===== src/rtl/instr_fetch_unit.sv =====
// instr_fetch_unit
//   Fetch stage of the 8-bit teaching CPU. Holds the program counter, issues
//   one instruction-memory request per fetch with a ready handshake, latches
//   the returned byte into the instruction register, and selects the next pc
//   from the external jump decoder result (jump target or pc+1).
//
// Ports
//   clk          in   single clock, rising edge
//   reset        in   synchronous, active-high
//   mem_req      out  fetch request to instruction memory (registered)
//   mem_addr     out  fetch address, equal to pc
//   mem_ready    in   mem_data valid this cycle (only looked at while in REQ)
//   mem_data     in   instruction byte from memory
//   instruction  out  instruction register, feeds the jump decoder
//   jump         in   decoder result for the current instruction
//   stall        in   downstream not ready, holds DECODE
//   instr_valid  out  high in every DECODE cycle (registered)
//   pc           out  address being fetched or decoded
//   jump_count   out  taken jumps since reset, saturates at 255
module instr_fetch_unit #(
    parameter int ADDR_W  = 6,
    parameter int INSTR_W = 8
) (
    input  logic               clk,
    input  logic               reset,
    output logic               mem_req,
    output logic [ADDR_W-1:0]  mem_addr,
    input  logic               mem_ready,
    input  logic [INSTR_W-1:0] mem_data,
    output logic [INSTR_W-1:0] instruction,
    input  logic               jump,
    input  logic               stall,
    output logic               instr_valid,
    output logic [ADDR_W-1:0]  pc,
    output logic [7:0]         jump_count
);

    typedef enum logic [1:0] {
        IDLE   = 2'd0,
        REQ    = 2'd1,
        DECODE = 2'd2
    } state_t;

    state_t state;

    // pc only changes on the edge leaving DECODE, so it is already the
    // request address on the first REQ cycle.
    assign mem_addr = pc;

    always_ff @(posedge clk) begin
        if (reset) begin
            state       <= IDLE;
            pc          <= '0;
            instruction <= '0;
            mem_req     <= 1'b0;
            instr_valid <= 1'b0;
            jump_count  <= '0;
        end else begin
            case (state)
                IDLE: begin
                    state   <= REQ;
                    mem_req <= 1'b1;
                end

                REQ: begin
                    if (mem_ready) begin
                        instruction <= mem_data;
                        state       <= DECODE;
                        mem_req     <= 1'b0;
                        instr_valid <= 1'b1;
                    end
                end

                DECODE: begin
                    if (!stall) begin
                        state       <= REQ;
                        mem_req     <= 1'b1;
                        instr_valid <= 1'b0;
                        if (jump) begin
                            pc <= instruction[ADDR_W-1:0];
                            if (jump_count != 8'hFF) begin
                                jump_count <= jump_count + 8'd1;
                            end
                        end else begin
                            pc <= pc + ADDR_W'(1);
                        end
                    end
                end

                default: begin
                    state       <= IDLE;
                    mem_req     <= 1'b0;
                    instr_valid <= 1'b0;
                end
            endcase
        end
    end

endmodule


===== config.mk =====
export PLATFORM = sky130hd
export DESIGN_NAME = instr_fetch_unit
export DESIGN_NICKNAME = d
export VERILOG_FILES = /design/src/rtl/instr_fetch_unit.sv
export SDC_FILE = /design/constraint.sdc
export NUM_CORES = 1
export LEC_CHECK = 0
export ABC_AREA = 1
export BUFFER_PORTS_ARGS = -buffer_cell sky130_fd_sc_hd__buf_2
export CORE_MARGIN = 4
export CORE_UTILIZATION = 45
export DETAILED_ROUTE_END_ITERATION = 16
export PLACE_DENSITY = 0.75
export SYNTH_ARGS = -nofsm -noshare
export SYNTH_HDL_FRONTEND = slang
export SYNTH_SLANG_ARGS = --single-unit

===== constraint.sdc =====
create_clock -name clk -period 1.1 [get_ports clk]
set_input_delay 0.055 -clock clk [delete_from_list [all_inputs] [get_ports clk]]
set_output_delay 0.055 -clock clk [all_outputs]
set_load 0.01 [all_outputs]

==> flow_metrics.env, run 1 <==
export IMPL_outcome="finished, violations left"
export IMPL_violations="negative setup slack"
export IMPL_chipWidth_um=62.0
export IMPL_yosys_area_share_adder_pct=1.90
export IMPL_grt_setup_unrepaired="true"
export IMPL_setup_worst_path_start_class="flop"
export IMPL_detailedRoute_firstPassIterationCount=4
export IMPL_ir_drop_uv=997
export IMPL_compound_gate_fraction_of_synth_area_pct=16.1
export IMPL_clock_tree_buffer_depth=2
export IMPL_vias_per_cell=4.94
export IMPL_placeableCoreArea_um2=2780
export IMPL_placement_io_buffers=42
export IMPL_grt_usage_pct=16.6
export IMPL_antennaDiodeCount=0
export IMPL_grt_start_max_net_pins=19
export IMPL_cts_inserted_buffers=3
export IMPL_yosys_area_share_xor_xnor_pct=3.33
export IMPL_io_pin_count=43
export IMPL_wire_per_inst_um=12.2
export IMPL_cts_root_buf="sky130_fd_sc_hd__clkbuf_4"
export IMPL_clk_latency_ns=0.32
export IMPL_finalHoldViolCount=0
export IMPL_fillers=223
export IMPL_grt_overflow_total=0
export IMPL_leakage_uw=0.000904
export IMPL_post_synth_instance_area_um2=1310
export IMPL_max_freq_ghz=0.836
export IMPL_setup_tns_ns=-0.504
export IMPL_critical_path_arrival_ns=1.47
export IMPL_synth_ff_latch_count=26
export IMPL_synth_edff_count=0
export IMPL_detailed_place_hpwl_um=2250
export IMPL_report_final_slew_viol_count=0
export IMPL_fin_ws_ns=-0.0955
export IMPL_fin_skew_ns=0.00853
export IMPL_wirelength_um=3210
export IMPL_drc=0
export IMPL_die_area_um2=3850
export IMPL_holdWs_ns=0.00165
export IMPL_synthesis_area_per_instance_um2=7.34
export IMPL_required_time_at_the_worst_slack_endpoint_ns=1.37
export IMPL_holdCritPathClass="in -> reg"
export IMPL_critical_path_peak_fanout=3
export IMPL_cp_cell_sequence="ha_4 -> buf_6 -> nand3_2 -> xnor2_2 -> nand2_4 -> a21oi_2"
export IMPL_yosys_cell_types_count=27
export IMPL_ys_seq_area_share_pct=39.6
export IMPL_finalPower_uw=1910
export IMPL_dp_worst_setup_slack_ns=-0.0324
export IMPL_antenna_violating_nets_post_route=0
export IMPL_timing_critical_path_to_type="flop"
export IMPL_timing_setup_critical_path_class="reg -> reg"
export IMPL_utilization_pct=66.5
export IMPL_finalSetupViolations=7
export IMPL_synth_top_family_by_area="simple AND/OR/NAND/NOR gates"
export IMPL_syn_num_nets=194
export IMPL_initial_utilization_pct=47.2
export IMPL_drt_iter0_drcs=32
export IMPL_num_vias=1299
export IMPL_dominantRegCellSynth="sky130_fd_sc_hd__dfxtp_1"
export IMPL_slowest_stage="sky130_fd_sc_hd__dfxtp_4"
export IMPL_syn_inst=179
export IMPL_global_route_wire_length_before_repair_um=4900
export IMPL_most_common_library_cell_in_the_layout_ignoring_fill_and_taps="sky130_fd_sc_hd__buf_2"
export IMPL_clk_slew_on_worst_s_h_paths_ns=0.15
export IMPL_std_cell_rows=19
export IMPL_cts_htree_levels=1
export IMPL_syn_to_final_growth_pct=40.8
export IMPL_synth_simple_gate_area_share_pct=25.9
export IMPL_final_period_utilization_pct=109
export IMPL_die_h_um=62.0
export IMPL_antenna_violations_before_repair=0
export IMPL_numClockSinks=26
export IMPL_layout_min_cycle_time_ns=1.20
export IMPL_first_global_vias=1158
export IMPL_ys_warn_count=0
export IMPL_max_slew_margin_rel_pct=84.6
export IMPL_p_per_area_nw_per_um2=1030
export IMPL_final_cell_mix="sky130_fd_sc_hd__buf_2, sky130_fd_sc_hd__nand2_1, sky130_fd_sc_hd__inv_1"
export IMPL_share_of_cell_area_taken_by_muxes_after_synthesis_pct=0
export IMPL_nets=248
export IMPL_place_congestion=0.833
export IMPL_maxCapViolCount=0
export IMPL_layout_drive_gt1_share_pct=46.1
export IMPL_worstMarginPinSlew_ns=0.229
export IMPL_setup_reg_to_reg_worst_slack_ns=-0.1
export IMPL_biggest_cell_delay_along_the_critical_path_ns=0.40
export IMPL_postSynth_asyncResetShare_pct=0
export IMPL_cts_tree="yes"
kinds of logic (layout without fill, tap and decap cells):
kind of cell | after synthesis | after routing
and+or+nand+nor | 71 | 71
DFF | 26 | 26
buffers and inverters | 34 | 87
adders and majority gates | 2 | 2
AOI/OAI and AO/OA | 41 | 41
xor gates and xnor gates | 5 | 5
timing repair:
item	in CTS	in global routing
hold buffers	1	0
resized for setup	8	33
buffers inserted	2	0
endpoints found under the setup margin	12	22
pin swaps	4	10
cloned	0	1
hold endpoints to repair	1	0
synth_stat cells, types with 2 or more instances:
| cell | number | share of area [%] |
|---|---|---|
| sky130_fd_sc_hd__ha_1 | 2 | 1.9 |
| sky130_fd_sc_hd__buf_4 | 8 | 4.6 |
| sky130_fd_sc_hd__xnor2_1 | 2 | 1.3 |
| sky130_fd_sc_hd__a21oi_1 | 25 | 9.5 |
| sky130_fd_sc_hd__o21ai_0 | 13 | 5.0 |
| sky130_fd_sc_hd__dfxtp_1 | 26 | 40 |
| sky130_fd_sc_hd__nand3b_1 | 2 | 1.1 |
| sky130_fd_sc_hd__nand2_2 | 2 | 0.95 |
| sky130_fd_sc_hd__nand2_1 | 37 | 11 |
| sky130_fd_sc_hd__xor2_1 | 3 | 2.0 |
| sky130_fd_sc_hd__inv_1 | 21 | 6.0 |
| sky130_fd_sc_hd__nor2_1 | 13 | 3.7 |
| sky130_fd_sc_hd__nor2_4 | 2 | 1.7 |
| sky130_fd_sc_hd__nand3_1 | 10 | 3.8 |
report_power, final:
part | internal [uW] | switching (uW) | leakage [uW] | total (uW)
combinational | 108 | 141 | 0.000657 | 249
sequential | 972 | 27.6 | 0.000219 | 1000
clock | 368 | 291 | 0.0000279 | 660
per-stage QoR:
step | instances | area (um^2)
CTS | 262 | 1720
floorplan | 179 | 1340
detailed placement | 255 | 1620
global placement | 255 | 1620
finish | 263 | 1850
global route | 263 | 1850
state kept, by name, indices dropped and copies added, names as in the netlist:
signal / flops
instr_valid: 1
mem_req: 1
mem_addr: 6
jump_count: 8
state: 2
instruction: 8
path summary, 6_finish.rpt:
check                                    from                          end  cells past startpoint
setup / recovery   jump_count[0]$_SDFFE_PP0P_   jump_count[4]$_SDFFE_PP0P_                      6
hold / removal                    mem_data[3]  instruction[3]$_SDFFE_PP0P_                      3
setup reg to reg   jump_count[0]$_SDFFE_PP0P_   jump_count[4]$_SDFFE_PP0P_                      6
hold reg to reg   instruction[7]$_SDFFE_PP0P_  instruction[7]$_SDFFE_PP0P_                      2
cell type report:
cell class	instances	area, um^2	share of cell area, %
Clock buffer	3	22.5	1.22
Clock inverter	1	30.0	1.62
Inverter	23	93.8	5.07
Multi-Input combinational cell	119	747	40.4
Sequential cell	26	548	29.6
Tap cell	31	38.8	2.10
Timing Repair Buffer	60	369	20.0
per-layer routing:
layer	GRT usage, %	share of wire (%)
met4	2.73	0.47
met1	22.1	46
met2	28.3	49
met5	0	0
met3	2.89	4.6
worst max-delay path: cells and delay by family (launching register included):
| family | cells | cell delay [ns] |
|---|---|---|
| flip-flops | 1 | 0.40 |
| XOR/XNOR | 1 | 0.22 |
| adder cells (fa/ha/maj) | 1 | 0.15 |
| AND/OR/NAND/NOR | 2 | 0.15 |
| AO/OA/AOI/OAI | 1 | 0.12 |
| buffers and inverters | 1 | 0.10 |
Power figures use the tool's default switching activity.
==> run 2: changes to the inputs <==
--- a/config.mk
+++ b/config.mk
@@ -7,6 +7,7 @@
 export LEC_CHECK = 0
 export ABC_AREA = 1
 export BUFFER_PORTS_ARGS = -buffer_cell sky130_fd_sc_hd__buf_2
+export CORE_ASPECT_RATIO = 2
 export CORE_MARGIN = 4
 export CORE_UTILIZATION = 45
 export DETAILED_ROUTE_END_ITERATION = 16
==> run 2 against run 1 <==
The run still ends with negative setup slack left. Sequential cell count stayed put. Sequential power hardly changed. Power is 4.5% lower. Global-route usage is 1.1 points higher. Utilization is 3.3 points higher. Via count is 7.3% higher. Register-to-register slack hardly changed. Critical path type unchanged. Highest routed layer unchanged.
==> flow_metrics.env, run 2 (synthesized netlist as in run 1, its figures left out) <==
export IMPL_p_seq_share_pct=54.7
export IMPL_dp_worst_setup_slack_ns=-0.0477
export IMPL_cts_htree_levels=1
export IMPL_vias_per_cell=5.16
export IMPL_critical_path_arrival_ns=1.35
export IMPL_internal_power_uw=1350
export IMPL_maxCapViolCount=0
export IMPL_required_time_at_the_worst_slack_endpoint_ns=1.27
export IMPL_die_area_um2=3900
export IMPL_wirelength_um=3590
export IMPL_timing_critical_path_to_type="flop"
export IMPL_finalSetupViolations=9
export IMPL_setup_tns_ns=-0.464
export IMPL_switching_share_pct=25.8
export IMPL_power_share_combinational_pct=15.6
export IMPL_final_period_utilization_pct=108
export IMPL_cts_inserted_buffers=3
export IMPL_placement_io_buffers=42
export IMPL_most_common_library_cell_in_the_layout_ignoring_fill_and_taps="sky130_fd_sc_hd__buf_2"
export IMPL_grt_start_max_net_pins=19
export IMPL_nets=257
export IMPL_globalRouteMet1Util_pct=17.0
export IMPL_syn_to_final_growth_pct=47.0
export IMPL_cts_tree="yes"
export IMPL_detailedRoute_firstPassIterationCount=5
export IMPL_fin_skew_ns=0.00717
export IMPL_leakage_uw=0.000933
export IMPL_first_global_vias=1264
export IMPL_layout_min_cycle_time_ns=1.18
export IMPL_cts_root_buf="sky130_fd_sc_hd__clkbuf_8"
export IMPL_antennaDiodeCount=0
export IMPL_antenna_violating_nets_post_route=0
export IMPL_detailed_place_hpwl_um=2510
export IMPL_finalHoldViolCount=0
export IMPL_max_slew_margin_rel_pct=82.0
export IMPL_clk_latency_ns=0.27
export IMPL_drc=0
export IMPL_report_final_slew_viol_count=0
export IMPL_setup_worst_path_start_class="flop"
export IMPL_r2r_cells=6
export IMPL_setup_reg_to_reg_worst_slack_ns=-0.08
export IMPL_power_clock_fraction_pct=29.7
export IMPL_final_cell_mix="sky130_fd_sc_hd__buf_2, sky130_fd_sc_hd__nand2_1, sky130_fd_sc_hd__buf_4"
export IMPL_grt_most_used_layer="met2"
export IMPL_ir_drop_uv=779
export IMPL_placeableCoreArea_um2=2770
export IMPL_num_vias=1394
export IMPL_wire_per_inst_um=13.3
export IMPL_p_per_area_nw_per_um2=943
export IMPL_outcome="finished, violations left"
export IMPL_initial_utilization_pct=47.4
export IMPL_cts_hold_buffers_added=0
export IMPL_hold_path_depth=3
export IMPL_worstMarginPinSlew_ns=0.267
export IMPL_cp_startpoint="state[0]$_SDFFE_PP0P_"
export IMPL_clock_tree_buffer_depth=2
export IMPL_p_sw_uw=471
export IMPL_std_cell_rows=27
export IMPL_critical_path_peak_fanout=4
export IMPL_holdWs_ns=0.0548
export IMPL_hold_end="instruction[0]$_SDFFE_PP0P_"
export IMPL_grt_usage_pct=17.6
export IMPL_chipWidth_um=46.2
export IMPL_use_met3_pct=2.79
export IMPL_antenna_violations_before_repair=0
export IMPL_violations="negative setup slack"
export IMPL_r2r_end="mem_addr[3]$_SDFFE_PP0P_"
export IMPL_numClockSinks=26
export IMPL_fillers=246
export IMPL_die_h_um=84.4
export IMPL_io_pin_count=43
export IMPL_clk_slew_on_worst_s_h_paths_ns=0.09
export IMPL_max_freq_ghz=0.846
export IMPL_hp_start="mem_data[0]"
export IMPL_place_congestion=0.840
export IMPL_timing_setup_critical_path_class="reg -> reg"
export IMPL_drt_iter0_drcs=36
export IMPL_global_route_wire_length_before_repair_um=5230
export IMPL_layout_drive_gt1_share_pct=49.0
export IMPL_fin_ws_ns=-0.0827
export IMPL_gr_layer_usage_met2_pct=33.5
export IMPL_grt_setup_unrepaired="true"
export IMPL_critical_path_reg2reg_startpoint="state[0]$_SDFFE_PP0P_"
export IMPL_grt_overflow_total=0
export IMPL_utilization_pct=69.7
export IMPL_holdCritPathClass="in -> reg"
[run 2: cell count changes in the layout (fill, tap and decap cells not counted), moves of 2 or more]
cell                       before  now
sky130_fd_sc_hd__buf_4         12   21
sky130_fd_sc_hd__buf_6          3    5
sky130_fd_sc_hd__clkbuf_4       3    0
sky130_fd_sc_hd__clkbuf_8       0    3
sky130_fd_sc_hd__dfxtp_1       14   17
sky130_fd_sc_hd__dfxtp_2        7    4
sky130_fd_sc_hd__nand2_1       33   31
sky130_fd_sc_hd__nand2_2        4    7
sky130_fd_sc_hd__nand3_1        6    3
sky130_fd_sc_hd__nand3_2        4    6
sky130_fd_sc_hd__o21ai_0       12    7
sky130_fd_sc_hd__o21ai_1        1    6
[run 2: routing by layer]
| layer | share of wire, % | vias up |
|---|---|---|
| met3 | 5.2 | 14 |
| met1 | 35 | 644 |
| met5 | 0 | - |
| li1 | - | 691 |
| met2 | 56 | 45 |
| met4 | 3.8 | 0 |
[run 2: how the worst max path moves through the flow]
stage                                  to  slack [ns]
2_1_floorplan  jump_count[0]$_SDFFE_PP0P_       -0.03
3_3_place_gp   jump_count[0]$_SDFFE_PP0P_       -0.01
3_5_place_dp   jump_count[3]$_SDFFE_PP0P_       -0.05
4_1_cts        jump_count[3]$_SDFFE_PP0P_       -0.06
5_1_grt        jump_count[6]$_SDFFE_PP0P_       -0.14
6_report         mem_addr[3]$_SDFFE_PP0P_       -0.08
[run 2: stage by stage]
step	total power (uW)	cells	cell area [um^2]
2_1_floorplan	1150	179	1340
6_report	1820	270	1930
5_1_grt	1920	270	1930
4_1_cts	1810	265	1760
3_5_place_dp	1260	260	1670
3_3_place_gp	1260	260	1670
[run 2: timing repair]
item,4_1_cts,5_1_grt
pin swaps,6,18
setup buffers,1,5
cloned,0,0
setup endpoints to repair,9,21
resized for setup,8,43
[run 2: layout make-up]
type | count | area (um^2) | area share [%]
clock inverters | 1 | 3.75 | 0.194
inverters | 23 | 93.8 | 4.86
flip-flops and latches | 26 | 544 | 28.2
well taps | 29 | 36.3 | 1.88
multi-input cells | 119 | 768 | 39.8
repair buffers | 69 | 444 | 23.0
clock buffers | 3 | 41.3 | 2.14
[run 2: worst max-delay path: stages (launching register included)]
cell,delay [ns]
sky130_fd_sc_hd__dfxtp_2,0.34
sky130_fd_sc_hd__inv_2,0.08
sky130_fd_sc_hd__nand3_4,0.09
sky130_fd_sc_hd__buf_4,0.16
sky130_fd_sc_hd__a21oi_1,0.13
sky130_fd_sc_hd__nand2_1,0.08
sky130_fd_sc_hd__a21oi_1,0.22
[run 2: power groups by stage]
stage	logic, uW	registers [uW]	clock network, uW
6_report	284	997	540
5_1_grt	314	1000	603
4_1_cts	243	1000	563
3_5_place_dp	240	1020	0
3_3_place_gp	236	1020	0
2_1_floorplan	112	1040	0
==> run 3: changes to the inputs <==
--- a/config.mk
+++ b/config.mk
@@ -5,13 +5,12 @@
 export SDC_FILE = /design/constraint.sdc
 export NUM_CORES = 1
 export LEC_CHECK = 0
-export ABC_AREA = 1
 export BUFFER_PORTS_ARGS = -buffer_cell sky130_fd_sc_hd__buf_2
 export CORE_ASPECT_RATIO = 2
 export CORE_MARGIN = 4
-export CORE_UTILIZATION = 45
+export CORE_UTILIZATION = 43
 export DETAILED_ROUTE_END_ITERATION = 16
-export PLACE_DENSITY = 0.75
+export PLACE_DENSITY = 0.73
 export SYNTH_ARGS = -nofsm -noshare
 export SYNTH_HDL_FRONTEND = slang
 export SYNTH_SLANG_ARGS = --single-unit
==> run 3 against run 2 <==
The run still ends with negative setup slack left. Critical path depth did not move. Cell area is 0.71% lower. First-iteration DRC count fell by 33%. Via count down 13%. Sequential power shrank 2%. Power rose by 11%. Synthesized area shrank 7.7%.
==> flow_metrics.env, run 3 <==
export IMPL_setup_tns_ns=-3.90
export IMPL_grt_usage_pct=19.6
export IMPL_final_period_utilization_pct=127
export IMPL_cts_tree="yes"
export IMPL_syn_num_nets=147
export IMPL_vias_per_cell=5.31
export IMPL_setup_worst_path_start_class="flop"
export IMPL_slowest_stage="sky130_fd_sc_hd__dfxtp_4"
export IMPL_worstSetupEndpoint="jump_count[0]$_SDFFE_PP0P_"
export IMPL_num_vias=1216
export IMPL_drc=0
export IMPL_holdCritPathClass="in -> reg"
export IMPL_worstMarginPinSlew_ns=0.306
export IMPL_cts_root_buf="sky130_fd_sc_hd__clkbuf_8"
export IMPL_finalHoldViolCount=0
export IMPL_first_global_vias=1243
export IMPL_initial_utilization_pct=44.3
export IMPL_p_seq_share_pct=48.2
export IMPL_synth_top_cell_by_area="sky130_fd_sc_hd__dfxtp_1"
export IMPL_finalPower_uw=2030
export IMPL_layout_min_cycle_time_ns=1.40
export IMPL_power_clock_fraction_pct=39.3
export IMPL_placeableCoreArea_um2=2740
export IMPL_holdWs_ns=0.0125
export IMPL_grt_start_max_net_pins=16
export IMPL_detailedRoute_firstPassIterationCount=4
export IMPL_dominantRegCellSynth="sky130_fd_sc_hd__dfxtp_1"
export IMPL_r2r_cells=6
export IMPL_synth_top_cell_area_share_pct=42.9
export IMPL_critical_path_arrival_ns=1.56
export IMPL_grt_setup_unrepaired="true"
export IMPL_timing_setup_critical_path_class="reg -> reg"
export IMPL_grt_overflow_total=0
export IMPL_wirelength_um=3450
export IMPL_switching_share_pct=22.4
export IMPL_postSynth_asyncResetShare_pct=0
export IMPL_r2r_end="jump_count[0]$_SDFFE_PP0P_"
export IMPL_fin_ws_ns=-0.299
export IMPL_wire_per_inst_um=15.1
export IMPL_detailed_place_hpwl_um=2460
export IMPL_nets=216
export IMPL_report_final_slew_viol_count=0
export IMPL_cp_top_family="flip-flops"
export IMPL_drt_iter0_drcs=24
export IMPL_critical_path_reg2reg_startpoint="jump_count[0]$_SDFFE_PP0P_"
export IMPL_max_freq_ghz=0.715
export IMPL_io_pin_count=43
export IMPL_most_common_library_cell_in_the_layout_ignoring_fill_and_taps="sky130_fd_sc_hd__buf_2"
export IMPL_violations="negative setup slack"
export IMPL_cts_inserted_buffers=3
export IMPL_maxCapViolCount=0
export IMPL_required_time_at_the_worst_slack_endpoint_ns=1.26
export IMPL_clock_tree_buffer_depth=2
export IMPL_p_sw_uw=455
export IMPL_global_route_wire_length_before_repair_um=5480
export IMPL_finalInstanceArea_um2=1920
export IMPL_synthTopCellsByArea="sky130_fd_sc_hd__dfxtp_1, sky130_fd_sc_hd__mux2i_1, sky130_fd_sc_hd__nor2_1"
export IMPL_path_depth=6
export IMPL_finalSetupViolations=22
export IMPL_p_per_area_nw_per_um2=1060
export IMPL_timing_critical_path_to_type="flop"
export IMPL_syn_to_final_growth_pct=58.2
export IMPL_placement_io_buffers=42
export IMPL_power_share_combinational_pct=12.5
export IMPL_cp_startpoint="jump_count[0]$_SDFFE_PP0P_"
export IMPL_layout_drive_gt1_share_pct=58.0
export IMPL_numClockSinks=26
export IMPL_outcome="finished, violations left"
export IMPL_antenna_violations_before_repair=0
export IMPL_place_congestion=0.759
export IMPL_ys_seq_area_share_pct=42.9
export IMPL_clk_slew_on_worst_s_h_paths_ns=0.10
export IMPL_leakage_uw=0.000913
export IMPL_antenna_violating_nets_post_route=0
export IMPL_placed_cell_area_um2=1650
export IMPL_ir_drop_uv=1140
export IMPL_internal_power_uw=1570
export IMPL_cts_htree_levels=1
export IMPL_biggest_cell_delay_along_the_critical_path_ns=0.37
export IMPL_post_synth_instance_area_um2=1210
export IMPL_max_slew_margin_rel_pct=79.5
export IMPL_std_cell_rows=27
export IMPL_cp_buffers_inverters=1
export IMPL_clk_latency_ns=0.28
export IMPL_critical_path_peak_fanout=6
export IMPL_synth_cells_most_frequent="sky130_fd_sc_hd__dfxtp_1, sky130_fd_sc_hd__nor2_1, sky130_fd_sc_hd__mux2i_1"
export IMPL_cts_hold_buffers_added=0
export IMPL_antennaDiodeCount=0
export IMPL_cp_cell_sequence="ha_4 -> nand4_1 -> o21ai_2 -> buf_4 -> xor2_1 -> nor2_1"
export IMPL_yosys_cell_types_count=31
export IMPL_ys_warn_count=0
export IMPL_setup_reg_to_reg_worst_slack_ns=-0.30
export IMPL_syn_inst=132
export IMPL_chipWidth_um=45.5
export IMPL_final_cell_mix="sky130_fd_sc_hd__buf_2, sky130_fd_sc_hd__nor2_1, sky130_fd_sc_hd__buf_4"
export IMPL_fin_skew_ns=0.00934
export IMPL_synth_edff_count=0
export IMPL_synthesis_area_per_instance_um2=9.18
export IMPL_synth_ff_latch_count=26
export IMPL_die_area_um2=3780
export IMPL_die_h_um=83.1
==> run 3: cell count changes after synthesis, moves of 7 or more <==
cell,before,now
sky130_fd_sc_hd__nand2_1,37,3
sky130_fd_sc_hd__a21oi_1,25,5
sky130_fd_sc_hd__inv_1,21,1
sky130_fd_sc_hd__nor2_1,13,26
sky130_fd_sc_hd__mux2i_1,0,12
sky130_fd_sc_hd__nand3_1,10,3
==> run 3: repair_timing <==
| item | in CTS | in global routing |
|---|---|---|
| endpoints found under the setup margin | 22 | 27 |
| setup buffers | 7 | 2 |
| gates cloned | 1 | 0 |
| pin swaps | 19 | 14 |
| gates resized for setup | 20 | 15 |
==> run 3: layout make-up <==
class                   count  area [um^2]
fillers                   187          818
multi-input cells          93          754
flip-flops and latches     26          542
repair buffers             76          510
clock buffers               3         41.3
well taps                  29         36.3
clock inverters             1         30.0
inverters                   1         3.75
==> run 3: through the flow <==
stage | util [%] | setup WS (ns) | cells
after floorplan | - | -0.288 | 132
after global placement | 60.4 | -0.242 | 216
after detailed placement | 60.4 | -0.318 | 216
after CTS | 67.1 | -0.288 | 227
after global routing | 70.1 | -0.396 | 229
final | 70.1 | -0.299 | 229
==> run 3: kinds of logic after synthesis <==
family	count (synthesis)	synth area share [%]
AOI/OAI and AO/OA	25	12.7
xor gates and xnor gates	4	2.89
adders and majority gates	2	2.06
buffers and inverters	13	6.09
DFF	26	42.9
muxes	13	11.1
and+or+nand+nor	49	22.2
==> run 3: power groups by stage <==
| stage | Combinational, uW | Clock [uW] | Sequential [uW] |
|---|---|---|---|
| 2_1_floorplan | 92.5 | 0 | 1010 |
| 3_3_place_gp | 199 | 0 | 997 |
| 3_5_place_dp | 206 | 0 | 999 |
| 4_1_cts | 237 | 803 | 978 |
| 5_1_grt | 275 | 844 | 983 |
| 6_report | 254 | 797 | 979 |
==> run 3: routing by layer <==
layer  vias up  wire length, um  track usage (%)  share of wire (%)
li1        598                -                -                  -
met1       565             1150             18.2                 33
met2        42             2010             37.3                 58
met3        11              172             1.95                5.0
met4         0              111             10.1                3.2
met5         -                0                0                  0
==> run 3: worst min path at each step <==
| stage | slack [ns] | cells after the start | from | to |
|---|---|---|---|---|
| after CTS | 0.01 | 3 | mem_data[2] | instruction[2]$_SDFFE_PP0P_ |
| after detailed placement | 0.30 | 3 | mem_data[2] | instruction[2]$_SDFFE_PP0P_ |
| after global routing | 0.02 | 3 | mem_data[0] | instruction[0]$_SDFFE_PP0P_ |
| after floorplan | 0.20 | 2 | mem_data[0] | instruction[0]$_SDFFE_PP0P_ |
| final | 0.01 | 3 | mem_data[2] | instruction[2]$_SDFFE_PP0P_ |
| after global placement | 0.28 | 3 | mem_data[2] | instruction[2]$_SDFFE_PP0P_ |
==> run 3: worst reg2reg max path: cells and delay by family (launching register included) <==
family	cells	cell delay [ns]
AOI/OAI and AO/OA	1	0.26
xor gates and xnor gates	1	0.13
adders and majority gates	1	0.12
buffers and inverters	1	0.14
DFF	1	0.37
and+or+nand+nor	2	0.27
